--- src/rtl/claw_pkg.sv ---
// Shared types and constants for the Gold Miner claw controller.
// Exports: claw_state_t, Q10 scale constants, loot weight classes.
package claw_pkg;

   typedef enum logic [2:0] {
      IDLE,
      SWING,
      EXTEND,
      GRAB,
      RETRACT
   } claw_state_t;

   localparam int Q10_SCALE = 1024;
   localparam int Q10_MAX   = Q10_SCALE - 1;

   localparam logic [1:0] W_LIGHT  = 2'd0;
   localparam logic [1:0] W_MEDIUM = 2'd1;
   localparam logic [1:0] W_BIG    = 2'd2;
   localparam logic [1:0] W_HEAVY  = 2'd3;

endpackage

--- src/rtl/claw_polar_lut.sv ---
// Combinational sin/cos lookup for 0..90 degrees, Q10, full scale 1023.
// Ports: alpha in (degrees, clamped to 90); sin_q10, cos_q10 out.
module claw_polar_lut (
   input  logic [6:0] alpha,
   output logic [9:0] sin_q10,
   output logic [9:0] cos_q10
);

   localparam int SIN_TAB [0:90] = '{
         0,  18,  36,  54,  71,  89, 107, 125, 143, 160,
       178, 195, 213, 230, 248, 265, 282, 299, 316, 333,
       350, 367, 384, 400, 416, 433, 449, 465, 481, 496,
       512, 527, 543, 558, 573, 587, 602, 616, 630, 644,
       658, 672, 685, 698, 711, 724, 737, 749, 761, 773,
       784, 796, 807, 818, 828, 839, 849, 859, 868, 878,
       887, 896, 904, 912, 920, 928, 935, 943, 949, 956,
       962, 968, 974, 979, 984, 989, 994, 998,1002,1005,
      1008,1011,1014,1016,1018,1020,1022,1023,1023,1023,
      1023
   };

   logic [6:0] a;

   // cos(a) is read as sin(90 - a)
   always_comb begin
      a       = (alpha > 7'd90) ? 7'd90 : alpha;
      sin_q10 = 10'(SIN_TAB[a]);
      cos_q10 = 10'(SIN_TAB[7'd90 - a]);
   end

endmodule

--- src/rtl/claw_motion_ctrl.sv ---
// Claw controller: pendulum swing, fire-to-extend, grab, weighted retract.
// Ports: clk, reset, frame/level/fire/collision inputs; claw position and grab status out.
module claw_motion_ctrl
   import claw_pkg::*;
#(
   parameter int INITIAL_X    = 280,
   parameter int INITIAL_Y    = 50,
   parameter int MAX_ANGLE    = 80,
   parameter int RADIUS_SHIFT = 5,
   parameter int LINEAR_SHIFT = 3,
   parameter int WAIT_FRAMES  = 1,
   parameter int MAX_LENGTH   = 200,
   parameter int LEN_W        = 9,
   parameter int BASE_RETRACT = 8
)(
   input  logic               clk,
   input  logic               reset,
   input  logic               startOfFrame,
   input  logic               start_level,
   input  logic               fire,
   input  logic               claw_collision,
   input  logic               out_of_bounds,
   input  logic [1:0]         load_weight,
   input  logic [3:0]         swing_speed,
   input  logic [3:0]         extend_speed,
   output logic signed [10:0] topLeftX,
   output logic signed [10:0] topLeftY,
   output logic               claw_returned,
   output logic               grabbed,
   output logic [1:0]         grab_weight,
   output logic               busy
);

   localparam int CNT_W = (WAIT_FRAMES > 1) ? $clog2(WAIT_FRAMES) : 1;
   localparam int LW1   = LEN_W + 1;
   localparam logic [LEN_W-1:0] MAX_L = LEN_W'(MAX_LENGTH);
   localparam logic [10:0] IX    = 11'(INITIAL_X);
   localparam logic [10:0] IY    = 11'(INITIAL_Y);
   localparam logic [10:0] RST_Y = 11'(INITIAL_Y + (Q10_MAX >> RADIUS_SHIFT));
   localparam logic [6:0]  MAX_A = 7'(MAX_ANGLE);

   claw_state_t      state;
   logic [6:0]       alpha;
   logic             dir_down;
   logic             side_left;
   logic             armed;
   logic [LEN_W-1:0] len;
   logic [CNT_W-1:0] cnt;
   logic             step;

   logic [9:0]       sin_q10, cos_q10;
   logic [9:0]       dx, dy, ux, uy;
   logic [10:0]      off_x, off_y;
   logic [8:0]       alpha_nxt;
   logic [LEN_W:0]   len_sum;
   logic [LEN_W-1:0] ext_len, rstep, ret_len;

   claw_polar_lut u_lut (
      .alpha   (alpha),
      .sin_q10 (sin_q10),
      .cos_q10 (cos_q10)
   );

   assign step = startOfFrame && (cnt == CNT_W'(WAIT_FRAMES - 1));
   assign busy = (state == EXTEND) || (state == GRAB) || (state == RETRACT);

   always_comb begin
      dx    = sin_q10 >> RADIUS_SHIFT;
      dy    = cos_q10 >> RADIUS_SHIFT;
      ux    = dx >> LINEAR_SHIFT;
      uy    = dy >> LINEAR_SHIFT;
      off_x = 11'(20'(ux) * 20'(len)) + 11'(dx);
      off_y = 11'(20'(uy) * 20'(len)) + 11'(dy);
   end

   // Signed 9-bit swing step; bit 8 set means it went below zero
   always_comb begin
      alpha_nxt = dir_down ? {2'b00, alpha} - 9'(swing_speed)
                           : {2'b00, alpha} + 9'(swing_speed);
      len_sum   = {1'b0, len} + LW1'(extend_speed);
      ext_len   = (len_sum >= LW1'(MAX_LENGTH)) ? MAX_L
                                               : len_sum[LEN_W-1:0];
      rstep     = LEN_W'(BASE_RETRACT) >> grab_weight;
      if (rstep == '0) rstep = LEN_W'(1);
      ret_len   = (len > rstep) ? len - rstep : '0;
   end

   always_ff @(posedge clk or posedge reset) begin
      if (reset) begin
         topLeftX <= IX;
         topLeftY <= RST_Y;
      end else if (start_level) begin
         topLeftX <= IX;
         topLeftY <= RST_Y;
      end else begin
         topLeftX <= side_left ? IX - off_x : IX + off_x;
         topLeftY <= IY + off_y;
      end
   end

   always_ff @(posedge clk or posedge reset) begin
      if (reset) begin
         state         <= IDLE;
         alpha         <= '0;
         dir_down      <= 1'b0;
         side_left     <= 1'b0;
         armed         <= 1'b0;
         len           <= '0;
         cnt           <= '0;
         grabbed       <= 1'b0;
         grab_weight   <= W_LIGHT;
         claw_returned <= 1'b0;
      end else if (start_level) begin
         state         <= IDLE;
         alpha         <= '0;
         dir_down      <= 1'b0;
         side_left     <= 1'b0;
         armed         <= 1'b0;
         len           <= '0;
         cnt           <= '0;
         grabbed       <= 1'b0;
         grab_weight   <= W_LIGHT;
         claw_returned <= 1'b0;
      end else begin
         claw_returned <= 1'b0;
         // fire must be seen low before it can launch again
         if (!fire) armed <= 1'b1;
         if (startOfFrame) cnt <= step ? '0 : cnt + CNT_W'(1);
         unique case (state)
            IDLE: begin
               if (startOfFrame) state <= SWING;
            end
            SWING: begin
               if (fire && armed) begin
                  state <= EXTEND;
                  len   <= '0;
                  cnt   <= '0;
                  armed <= 1'b0;
               end else if (step) begin
                  if (alpha_nxt[8]) begin
                     alpha     <= '0;
                     dir_down  <= 1'b0;
                     side_left <= ~side_left;
                  end else if (alpha_nxt[7:0] > 8'(MAX_A)) begin
                     alpha    <= MAX_A;
                     dir_down <= 1'b1;
                  end else begin
                     alpha <= alpha_nxt[6:0];
                  end
               end
            end
            EXTEND: begin
               if (claw_collision) begin
                  state <= GRAB;
               end else if (out_of_bounds || len == MAX_L) begin
                  state   <= RETRACT;
                  grabbed <= 1'b0;
               end else if (step) begin
                  len <= ext_len;
               end
            end
            GRAB: begin
               grab_weight <= load_weight;
               grabbed     <= 1'b1;
               state       <= RETRACT;
            end
            RETRACT: begin
               if (len == '0) begin
                  claw_returned <= 1'b1;
                  grabbed       <= 1'b0;
                  state         <= SWING;
               end else if (step) begin
                  len <= ret_len;
               end
            end
            default: state <= IDLE;
         endcase
      end
   end

endmodule

--- config.mk ---
export PLATFORM = sky130hd
export DESIGN_NAME = claw_motion_ctrl
export DESIGN_NICKNAME = d
export VERILOG_FILES = /design/src/rtl/claw_pkg.sv /design/src/rtl/claw_polar_lut.sv /design/src/rtl/claw_motion_ctrl.sv
export SDC_FILE = /design/constraint.sdc
export NUM_CORES = 1
export LEC_CHECK = 0
export CAP_MARGIN = 30
export CORE_ASPECT_RATIO = 0.7
export CORE_MARGIN = 2
export CORE_UTILIZATION = 50
export DETAILED_ROUTE_END_ITERATION = 10
export PLACE_DENSITY = 0.72
export RECOVER_POWER = 100
export SLEW_MARGIN = 20
export SYNTH_ARGS = -nofsm -noshare
export SYNTH_HDL_FRONTEND = slang
export SYNTH_SLANG_ARGS = --single-unit
--- constraint.sdc ---
create_clock -name clk -period 7.8 [get_ports clk]
set_input_delay 0.78 -clock clk [delete_from_list [all_inputs] [get_ports clk]]
set_output_delay 0.78 -clock clk [all_outputs]
set_load 0.02 [all_outputs]
After elaboration in Yosys (flattened, before gate mapping)
Memories as Yosys holds them, arrays and structs flattened.
Index checks and enable logic that the tools add are counted.
Widths: inputs -> output; s select.
{"block": "totals", "regBits": 49, "rom_bits": 8192, "inputBits": 17, "output_inout_bits": 27, "word_cells": 138, "memories": 2}
{"name": "(name not given)", "depth": 128, "width": 32, "rd": 1, "rd_clocked_by_memory_dff": 0, "wr": 0, "line_no": "claw_polar_lut.sv:28", "rtl": "cos_q10 = 10'(SIN_TAB[7'd90 - a]);"}
{"name": "(name not given)", "depth": 128, "width": 32, "rd": 1, "rd_clocked_by_memory_dff": 0, "wr": 0, "line_no": "claw_polar_lut.sv:27", "rtl": "sin_q10 = 10'(SIN_TAB[a]);"}
{"block": "classes", "add_sub_neg": 11, "n_mul": 2, "n_lt_le_gt_ge": 6, "eq_ne": 16, "shifts": 1, "n_mux": 63, "n_bitwise": 4, "reduce_logical": 21}
{"cell": "$mux 9", "count": 11}
{"cell": "$mux 7", "count": 7}
{"cell": "$mux 10", "count": 4}
{"cell": "$mux 11", "count": 3}
{"cell": "$mux 1", "count": 27}
{"cell": "$pmux 9 s3", "count": 1}
{"cell": "$add 11x5->11", "count": 2}
{"cell": "$mul 2x9->11", "count": 2}
{"cell": "$ne 3x3->1 const B", "count": 7}
{"cell": "$logic_not 9->1", "count": 2}
{"cell": "$mux 3", "count": 6}
{"cell": "$ge 8x8->1 const B", "count": 2}
{"cell": "$not 7->8", "count": 2}
{"cell": "$reduce_and 4->1", "count": 4}
{"cell": "$pmux 3 s5", "count": 1}
{"cell": "$add 6x11->11 const A", "count": 1}
{"cell": "$add 9x11->11 const A", "count": 1}
{"cell": "$sub 9x11->11 const A", "count": 1}
{"cell": "$add 9x4->10", "count": 1}
{"cell": "$ge 10x8->1 const B", "count": 1}
{"cell": "$eq 9x8->1 const B", "count": 1}
{"cell": "$gt 9x9->1", "count": 1}
{"cell": "$shr 4x2->9 const A", "count": 1}
{"cell": "$sub 9x9->9", "count": 1}
{"cell": "23 further kinds", "count": 34}

Depth between registers and ports, before layout
Gate-level depths: netlist of run 1.
{"block": "logic_depth", "ltp_word": 11, "mapped_depth": 28}

Modules after synthesis
From an unflattened synthesis of run 1, not the netlist that was laid out.
{"block": "unflattened", "cells_unflattened": 1040, "hier_area_um2": 7589.8}
{"module": "claw_motion_ctrl", "n_inst": 1, "cells_per_inst": 559, "area_per_inst_um2": 4670.7, "seq_area_each_um2": 1233.7}
{"module": "claw_polar_lut", "n_inst": 1, "cells_per_inst": 481, "area_per_inst_um2": 2919.0, "seq_area_each_um2": 0.0}

Worst setup path before layout of run 1
No wires, ideal clock.
{"block": "synth_path", "path_type": "register to register", "from": "register alpha[5]", "to": "register topLeftY[10]", "t_arrival_ns": 5.261, "required_ns": 7.664, "path_slack_ns": 2.404, "path_stages_with_launch": 28, "path_buffers": 3, "period_less_slack_ns": 5.396, "cell_sequence": "dfrtp_1 > buf_6 > clkbuf_1 > o21ai_0 > nand2_1 > inv_1 > ha_1 > ha_1 > clkbuf_1 > inv_1 > ha_1 > nand3b_1 > a2bb2oi_1 > o21ai_2 > nand2_1 > fa_1 > inv_1 > ha_1 > ha_1 > inv_1 > fa_1 > nor2b_1 > o21ai_0 > a21boi_0 > o21ai_0 > a21o_1 > a21boi_0 > nor3b_1"}
{"block": "synth_via", "elab_chain_len": 11}
{"item": "start, declared", "line_no": "claw_motion_ctrl.sv:43", "rtl": "logic [6:0] alpha;"}
{"item": "start signal, assigned", "line_no": "claw_motion_ctrl.sv:148", "rtl": "alpha <= alpha_nxt[6:0];"}
{"item": "$gt 7x7->1", "line_no": "claw_polar_lut.sv:26", "rtl": "a = (alpha > 7'd90) ? 7'd90 : alpha;"}
{"item": "$mux 7 (*)", "line_no": "claw_polar_lut.sv:26"}
{"item": "$sub 7x7->7 (*)", "line_no": "claw_polar_lut.sv:28"}
{"item": "$not 7->8 (not written as such) (*)", "line_no": "claw_polar_lut.sv:28"}
{"item": "$mem_v2 128x32 (*)"}
{"item": "$mux 10 (not written as such) (*) (2 in series)", "line_no": "claw_polar_lut.sv:28"}
{"item": "$mul 2x9->11", "line_no": "claw_motion_ctrl.sv:73", "rtl": "off_y = 11'(20'(uy) * 20'(len)) + 11'(dy);"}
{"item": "$add 11x5->11 (*)", "line_no": "claw_motion_ctrl.sv:73"}
{"item": "$add 6x11->11 (*)", "line_no": "claw_motion_ctrl.sv:97", "rtl": "topLeftY <= IY + off_y;"}
{"item": "$mux 11 (*)", "line_no": "claw_motion_ctrl.sv:92", "rtl": "end else if (start_level) begin"}
{"item": "end signal, assigned", "line_no": "claw_motion_ctrl.sv:97"}
{"item": "end, declared", "line_no": "claw_motion_ctrl.sv:27", "rtl": "output logic signed [10:0] topLeftY,"}
Mark *: on every way between the ends. The rest lies on a longest branch, timed or not. The select of a mux whose other input is x is not followed.
A chain may end at the register's enable or synchronous reset.

Final worst setup path of run 1
{"block": "layout_path", "from": "register alpha[3]", "to": "register topLeftY[10]"}
Same word-level chain as after synthesis.

==> reports/qor.yml, run 1 <==
crit_chain: "o211a_1 -> o21ai_0 -> nand2_1 -> inv_1 -> ha_1 -> or2_2 -> a21o_1 -> a32oi_1 -> a21oi_1 -> o21ai_2 -> nand2_1 -> fa_1 -> inv_1 -> ha_1 -> ha_1 -> inv_1 -> fa_1 -> nor2b_1 -> o21ai_0 -> a21boi_0 -> o21ai_0 -> a21o_1 -> a21boi_0 -> nor3b_1"
finalWorstSetupSlack_ns: 1.17
finalInstanceArea_um2: 6810
top_usage_layer: "met1"
hold_ws_ns: 0.581
placed_area_um2: 6690
grt_util_met1: 0.383
power.total_mw: 0.926
hp-class: "reg2reg"
ctsHoldBuffers: 0
synthArstFlopShare: 1.00
maxSlewHeadroom: -0.821
path_buf_inv: 3
cp-end-kind: "flip-flop"
cts_tree: "done"
cts_made_buffers: 5
insertion_delay_ns: 0.30
cts_resized: 0
firstDrtPassIters: 7
grt_util_met2: 0.378
outcome: "finished, violations left"
period_share: 0.850
final_cells: 946
path_class: "reg2reg"
cts_buffer_depth: 2
hold_violations: 0
grt_pass1_vias: 5493
layout_commonest_cell: "ha_1"
dp.cells: 937
ys.flop_type: "dfrtp_1"
vias: 5786
grt_overflow_total: 0
syn_inst: 767
rows: 34
path_clk_slew_ns: 0.07
cp_data_arrival_time_ns: 6.74
wl_mm: 16.0
ff2ff_setup_slack_ns: 1.17
grt_max_degree: 50
ios: 44
syn_area_um2: 6220
p_per_area_nw_per_um2: 136
area_growth_pct: 9.54
path_max_fanout: 27
portBuffers: 43
wl_per_cell_um: 17.0
start_util: 0.506
ir_drop_mv: 0.151
drt_iter0_drc: 591
utilization: 0.554
fillCellCount: 1124
most-common-layout-cells: "ha_1, nor2_1, nand2_1"
gp_congestion: 0.935
cpPeakStageDelay_ns: 0.88
worst_pin_slew_ns: 2.73
synth-seq-area-share: 0.198
fmax_ghz: 0.151
drc: 0
violations: "max-capacitance violations, max-slew violations"
grt_usage: 0.250
synth_edf_count: 0
syn_avg_cell_area_um2: 8.11
synth-seq-cells: 49
finalSetupTns_ns: 0
finalCriticalPeriod_ns: 6.63
p_leak_nw: 3.02
cp_slowest_cell: "dfrtp_1"
viasPerCell: 6.12
cts-htree-levels: 2
die-width_um: 137
num-nets-final: 887
cts_setup_buffers: 0
critPathTopFamily: "compound AO/OA/AOI/OAI gates"
pre_cts_slack_ns: 1.35
synthesis.nets: 871
dieHeight_um: 97.3
required_ns: 7.90
place_hpwl_mm: 12.0
cp-start-kind: "flip-flop"
cts_root_buffer: "clkbuf_16"
yosys_warnings: 0
ys_types: 87
fp.coreArea_um2: 12300
detail-route-antenna-nets: 0
clock_sinks: 49
drv_cap: 2
antennaDiodeCount: 0
antenna_found_initial: 0
rsz0062_at_grt: "no"
setup_viol: 0
clock_skew_ns: 0.00969
grt.met3_usage: 0.0329
grt_pass1_wl_mm: 27.0
die_area_um2: 13400
maxSlewViolCount: 89
layout-drive-gt1-share: 0.0561
-- synthesized netlist by cell type, types with 5 or more instances --
cell type,n,share of area
and2_1,13,0.013
nand4_1,8,0.0080
or3_1,10,0.010
a21o_1,13,0.016
nor2b_1,21,0.021
a211oi_1,10,0.012
a21oi_1,46,0.037
nor4_1,6,0.0060
nand2_1,64,0.039
o21ai_0,44,0.035
o31a_1,6,0.0084
ha_1,73,0.15
nand2b_1,12,0.012
inv_1,59,0.036
dfrtp_1,43,0.17
nand3_1,11,0.0089
xor2_1,8,0.011
mux2i_1,9,0.014
nand3b_1,6,0.0072
buf_1,5,0.0030
nor3_1,16,0.013
and3_1,7,0.0070
o21ai_1,7,0.0056
fa_1,14,0.045
xnor2_1,15,0.021
dfstp_2,6,0.025
clkbuf_1,15,0.0091
nor2_1,70,0.042
o211ai_1,10,0.012
a21boi_0,5,0.0060
buf_2,15,0.012
o21a_1,5,0.0060
a31oi_1,10,0.010
-- routing by layer --
layer  vias to the layer above  part of all wire
met1                      2767              0.50
li1                       2806                 -
met3                        20             0.056
met5                         -                 0
met2                       193              0.44
met4                         0            0.0088
-- cells by family after synthesis --
logic type | share of synthesized area
fa+ha+maj | 0.192
flops | 0.198
xor+xnor | 0.0350
mux | 0.0296
compound gates | 0.250
simple gates | 0.227
buf+inv | 0.0676
-- final cells by class --
cell class,count,area [µm²],share of cell area
clock buffers,7,143,0.0209
clock inverters,1,7.51,0.00110
inverters,60,225,0.0331
multi-input cells,619,4540,0.667
flip-flops and latches,49,1230,0.181
well taps,162,203,0.0298
repair buffers,48,457,0.0670
-- flip-flops by register name (all words and copies together) (netlist names) --
register and cells:
topLeftX 11, topLeftY 11, len 9, alpha 7, state 3, grab_weight 2
armed 1, claw_returned 1, cnt 1, dir_down 1, grabbed 1, side_left 1
-- report_power, final --
group / internal, mW / switching (mW) / total, mW
Clock: 0.128 / 0.103 / 0.231
Sequential: 0.274 / 0.0276 / 0.302
Combinational: 0.163 / 0.230 / 0.393
Total: 0.565 / 0.361 / 0.926
-- worst paths after layout --
kind | from | endpoint | cells after the start
setup / recovery | alpha[3]$_DFFE_PP0P_ | topLeftY[10]$_DFF_PP0_ | 24
hold / removal | cnt$_DFF_PP0_ | cnt$_DFF_PP0_ | 1
setup reg to reg | alpha[3]$_DFFE_PP0P_ | topLeftY[10]$_DFF_PP0_ | 24
hold reg to reg | cnt$_DFF_PP0_ | cnt$_DFF_PP0_ | 1
max in group asynchronous | reset | topLeftY[1]$_DFF_PP0_ | 3
min in group asynchronous | reset | topLeftX[6]$_DFF_PP0_ | 3
Note: power is estimated with default switching activity, not from simulation.
==> run 2: changes to the inputs <==
Settings changed: CORE_UTILIZATION 50 to 45, HOLD_SLACK_MARGIN set to 0.05, PLACE_DENSITY 0.72 to 0.66, SLEW_MARGIN 20 to 5.
==> run 2 against run 1 <==
- sequential power grew 2%
- wire length grew 0.67%
- design area grew 0.57%
- combinational power shrank 1%
- die area grew 11%
- maximum frequency shrank 2.9%
- core utilization shrank 3.9 points
- clock skew shrank 0.0015 ns
- count of clock-buffer cells in the layout is the same
- critical path type unchanged
- critical endpoint unchanged
- the flow still finishes with violations (max-capacitance violations, max-slew violations)
- global-route usage shrank 2.5 points
- critical path depth is the same
==> reports/qor.yml, run 2 (synthesized netlist as in run 1, its figures left out) <==
outcome: "finished, violations left"
violations: "max-capacitance violations, max-slew violations"
drt_iter0_drc: 517
grt_max_degree: 39
layout-drive-gt1-share: 0.0575
finalSetupTns_ns: 0
area_growth_pct: 10.2
p_per_area_nw_per_um2: 138
dieHeight_um: 102
ir_drop_mv: 0.0956
path_class: "reg2reg"
antenna_found_initial: 0
finalCriticalPeriod_ns: 6.83
period_share: 0.875
viasPerCell: 5.91
cts-htree-levels: 2
reg_top3: "topLeftX x11, topLeftY x11, len x9"
place_hpwl_mm: 12.1
dp.cells: 959
maxSlewHeadroom: -0.393
rsz0062_at_grt: "no"
switchingPower_mw: 0.371
fp.coreArea_um2: 13300
cp-end-kind: "flip-flop"
maxSlewViolCount: 74
cts_setup_buffers: 0
wl_per_cell_um: 16.7
pwr-share-seq: 0.325
cts_resized: 0
rows: 35
fmax_ghz: 0.146
drv_cap: 2
clkPwrFrac: 0.262
die_area_um2: 14800
die-width_um: 145
cts_made_buffers: 5
grt_util_met1: 0.342
internal-power_mw: 0.572
start_util: 0.467
grt.met3_usage: 0.0347
ios: 44
grt_usage: 0.225
cts_tree: "done"
ff2ff_setup_slack_ns: 0.97
pwr-share-comb: 0.412
grt_pass1_vias: 5212
hold_ws_ns: 0.571
final_cells: 968
cts_root_buffer: "clkbuf_16"
p_sw_frac: 0.393
setup_viol: 0
layout_commonest_cell: "ha_1"
top_usage_layer: "met1"
holdPathStages: 1
clock_skew_ns: 0.00821
wl_mm: 16.1
detail-route-antenna-nets: 0
drc: 0
cp_data_arrival_time_ns: 6.94
r2r_end: "topLeftY[10]$_DFF_PP0_"
cts_buffer_depth: 2
gp_congestion: 0.902
grt_util_met2: 0.339
cp-start-kind: "flip-flop"
reg2reg_depth: 24
worstHoldEndpoint: "cnt$_DFF_PP0_"
power.total_mw: 0.943
required_ns: 7.91
most-common-layout-cells: "ha_1, nor2_1, nand2_1"
portBuffers: 43
grt_overflow_total: 0
min_from: "cnt$_DFF_PP0_"
path_max_fanout: 27
num-nets-final: 886
insertion_delay_ns: 0.30
worst_pin_slew_ns: 2.09
vias: 5722
hp-class: "reg2reg"
clock_sinks: 49
hold_violations: 0
rr_startpoint: "alpha[3]$_DFFE_PP0P_"
grt_pass1_wl_mm: 26.6
firstDrtPassIters: 5
path_clk_slew_ns: 0.07
p_leak_nw: 3.03
ctsHoldBuffers: 0
antennaDiodeCount: 0
-- run 2: final cells by class --
cell class              instances  area [µm²]
fillers                      1307        6460
well taps                     185         231
clock inverters                 1        5.00
multi-input cells             619        4550
clock buffers                   7         153
inverters                      60         225
flip-flops and latches         49        1230
repair buffers                 47         449
-- run 2: worst max-delay path by stage --
stage                         startpoint                     end  slack (ns)  cells past startpoint
detailed placement  alpha[4]$_DFFE_PP0P_  topLeftY[10]$_DFF_PP0_        1.17                     26
global route        alpha[3]$_DFFE_PP0P_  topLeftY[10]$_DFF_PP0_        0.48                     26
finish              alpha[3]$_DFFE_PP0P_  topLeftY[10]$_DFF_PP0_        0.97                     24
CTS                 alpha[4]$_DFFE_PP0P_  topLeftY[10]$_DFF_PP0_        1.14                     26
floorplan           alpha[5]$_DFFE_PP0P_  topLeftY[10]$_DFF_PP0_        2.40                     27
global placement    alpha[4]$_DFFE_PP0P_  topLeftY[10]$_DFF_PP0_        1.46                     26
-- run 2: power by group through the flow --
stage / clock (mW) / combinational, mW / sequential [mW]
6_report: 0.247 / 0.389 / 0.307
3_3_place_gp: 0 / 0.385 / 0.311
3_5_place_dp: 0 / 0.387 / 0.311
4_1_cts: 0.253 / 0.392 / 0.306
2_1_floorplan: 0 / 0.284 / 0.308
5_1_grt: 0.263 / 0.434 / 0.310
-- run 2: critical path, cell delays in order, from the launching register on --
cell and delay, ns:
dfrtp_1 0.90, o211a_1 0.30, o21ai_0 0.09, nand2_1 0.23, inv_1 0.14, ha_1 0.33
or2_2 0.33, a21o_1 0.19, a32oi_1 0.78, a2bb2oi_1 0.18, o21ai_2 0.45, nand2_1 0.15
fa_1 0.53, inv_1 0.04, ha_1 0.27, ha_1 0.17, inv_1 0.05, fa_1 0.37
nor2b_1 0.14, o21ai_0 0.11, a21boi_0 0.25, o21ai_0 0.17, a21o_1 0.21, a21boi_0 0.16
nor3b_1 0.07
-- run 2: per-stage QoR --
stage / util / setup slack, ns / area, µm²
finish: 0.515 / 0.972 / 6850
detailed placement: 0.504 / 1.17 / 6710
CTS: 0.516 / 1.14 / 6870
global route: 0.515 / 0.485 / 6850
floorplan: - / 2.40 / 6220
global placement: 0.504 / 1.46 / 6710
-- run 2: routing by layer --
layer	vias up	wire length, µm
li1	2796	-
met1	2713	8200
met2	195	6850
met3	18	956
met4	0	138
met5	-	0
==> run 3: changes to the inputs <==
Settings changed: CTS_BUF_LIST set to sky130_fd_sc_hd__clkbuf_8.
==> run 3 against run 2 <==
- flip-flop and latch count did not move
- core utilization fell by 0.42 points
- non-clock buffer count did not move
- design area fell by 0.82%
- via count rose by 0.26%
- clock power fell by 26%
- sequential power barely moved
- first-iteration DRC count rose by 24%
- the run still ends with max-capacitance violations, max-slew violations left
- die area did not move
- largest power group unchanged
==> reports/qor.yml, run 3 (synthesized netlist as in run 1, its figures left out) <==
period_share: 0.872
die_area_um2: 14800
cp-start-kind: "flip-flop"
area_growth_pct: 9.25
antenna_found_initial: 0
detail-route-antenna-nets: 0
p_leak_nw: 3.01
dieHeight_um: 102
rows: 35
antennaDiodeCount: 0
most-common-layout-cells: "ha_1, nor2_1, nand2_1"
gp_congestion: 0.902
firstDrtPassIters: 5
path_max_fanout: 27
hp-class: "reg2reg"
utilization: 0.510
place_hpwl_mm: 12.1
wl_per_cell_um: 16.7
clock_sinks: 49
outcome: "finished, violations left"
path_clk_slew_ns: 0.10
cts_setup_buffers: 0
cts_root_buffer: "clkbuf_8"
drv_cap: 2
cts_resized: 0
ctsHoldBuffers: 0
cts_tree: "done"
cts-htree-levels: 2
cts_made_buffers: 5
fillCellCount: 1312
required_ns: 7.94
die-width_um: 145
viasPerCell: 5.93
reg_top3: "topLeftX x11, topLeftY x11, len x9"
finalCriticalPeriod_ns: 6.80
grt_overflow_total: 0
grt_max_degree: 39
start_util: 0.467
cp-end-kind: "flip-flop"
drt_iter0_drc: 643
fp.coreArea_um2: 13300
worst_pin_slew_ns: 2.07
portBuffers: 43
multi_input_area_um2: 4550
vias: 5737
layout_commonest_cell: "ha_1"
ios: 44
maxSlewHeadroom: -0.378
grt_pass1_wl_mm: 26.5
maxSlewViolCount: 74
ir_drop_mv: 0.0940
grt_usage: 0.224
finalSetupTns_ns: 0
cts_buffer_depth: 2
register_area_um2: 1230
p_per_area_nw_per_um2: 129
clock_skew_ns: 0.0118
wl_mm: 16.1
path_class: "reg2reg"
hold_violations: 0
rsz0062_at_grt: "no"
cp_data_arrival_time_ns: 6.94
grt_pass1_vias: 5221
setup_viol: 0
violations: "max-capacitance violations, max-slew violations"
fmax_ghz: 0.147
layout-drive-gt1-share: 0.0575
insertion_delay_ns: 0.33
num-nets-final: 886
drc: 0
run 3: final cells by class:
cell class | count | share of cell area
tap | 185 | 0.0341
inverter | 60 | 0.0331
timing repair buffer | 47 | 0.0661
multi-input combinational | 619 | 0.670
clock inverter | 1 | 0.000737
clock buffer | 7 | 0.0142
sequential | 49 | 0.182
run 3: per-stage QoR:
step | area [µm²] | cells | worst slack [ns] | total power, mW | hold WS [ns]
4_1_cts | 6810 | 967 | 1.13 | 0.885 | 0.577
5_1_grt | 6800 | 968 | 0.472 | 0.940 | 0.601
2_1_floorplan | 6220 | 767 | 2.40 | 0.591 | 0.540
3_3_place_gp | 6710 | 959 | 1.46 | 0.696 | 0.557
3_5_place_dp | 6710 | 959 | 1.17 | 0.698 | 0.564
6_report | 6800 | 968 | 0.999 | 0.879 | 0.574
run 3: path summary, 6_finish.rpt:
kind,start,to,slack [ns],cells after the start
worst max-delay path,alpha[3]$_DFFE_PP0P_,topLeftY[10]$_DFF_PP0_,1.0,24
worst min-delay path,cnt$_DFF_PP0_,cnt$_DFF_PP0_,0.57,1
worst max register to register,alpha[3]$_DFFE_PP0P_,topLeftY[10]$_DFF_PP0_,1.0,24
worst min register to register,cnt$_DFF_PP0_,cnt$_DFF_PP0_,0.57,1
max in group asynchronous,reset,topLeftY[1]$_DFF_PP0_,4.53,3
min in group asynchronous,reset,alpha[2]$_DFFE_PP0P_,0.93,2
run 3: routing by layer:
layer,GRT usage,vias to the layer above,wire (µm)
met2,0.339,203,6810
met4,0.0456,0,144
met3,0.0323,17,971
met5,0,-,0
li1,-,2801,-
met1,0.340,2716,8210
run 3: critical path, cell delays in order (launching register included):
cell,delay [ns]
dfrtp_1,0.87
o211a_1,0.30
o21ai_0,0.09
nand2_1,0.23
inv_1,0.14
ha_1,0.33
or2_2,0.33
a21o_1,0.19
a32oi_1,0.78
a2bb2oi_1,0.18
o21ai_2,0.45
nand2_1,0.15
fa_1,0.53
inv_1,0.04
ha_1,0.27
ha_1,0.16
inv_1,0.05
fa_1,0.37
nor2b_1,0.14
o21ai_0,0.11
a21boi_0,0.25
o21ai_0,0.16
a21o_1,0.21
a21boi_0,0.16
nor3b_1,0.07
run 3: power breakdown:
group | internal, mW | total [mW] | switching (mW)
combinational | 0.162 | 0.390 | 0.228
sequential | 0.274 | 0.306 | 0.0326
clock | 0.0806 | 0.182 | 0.102
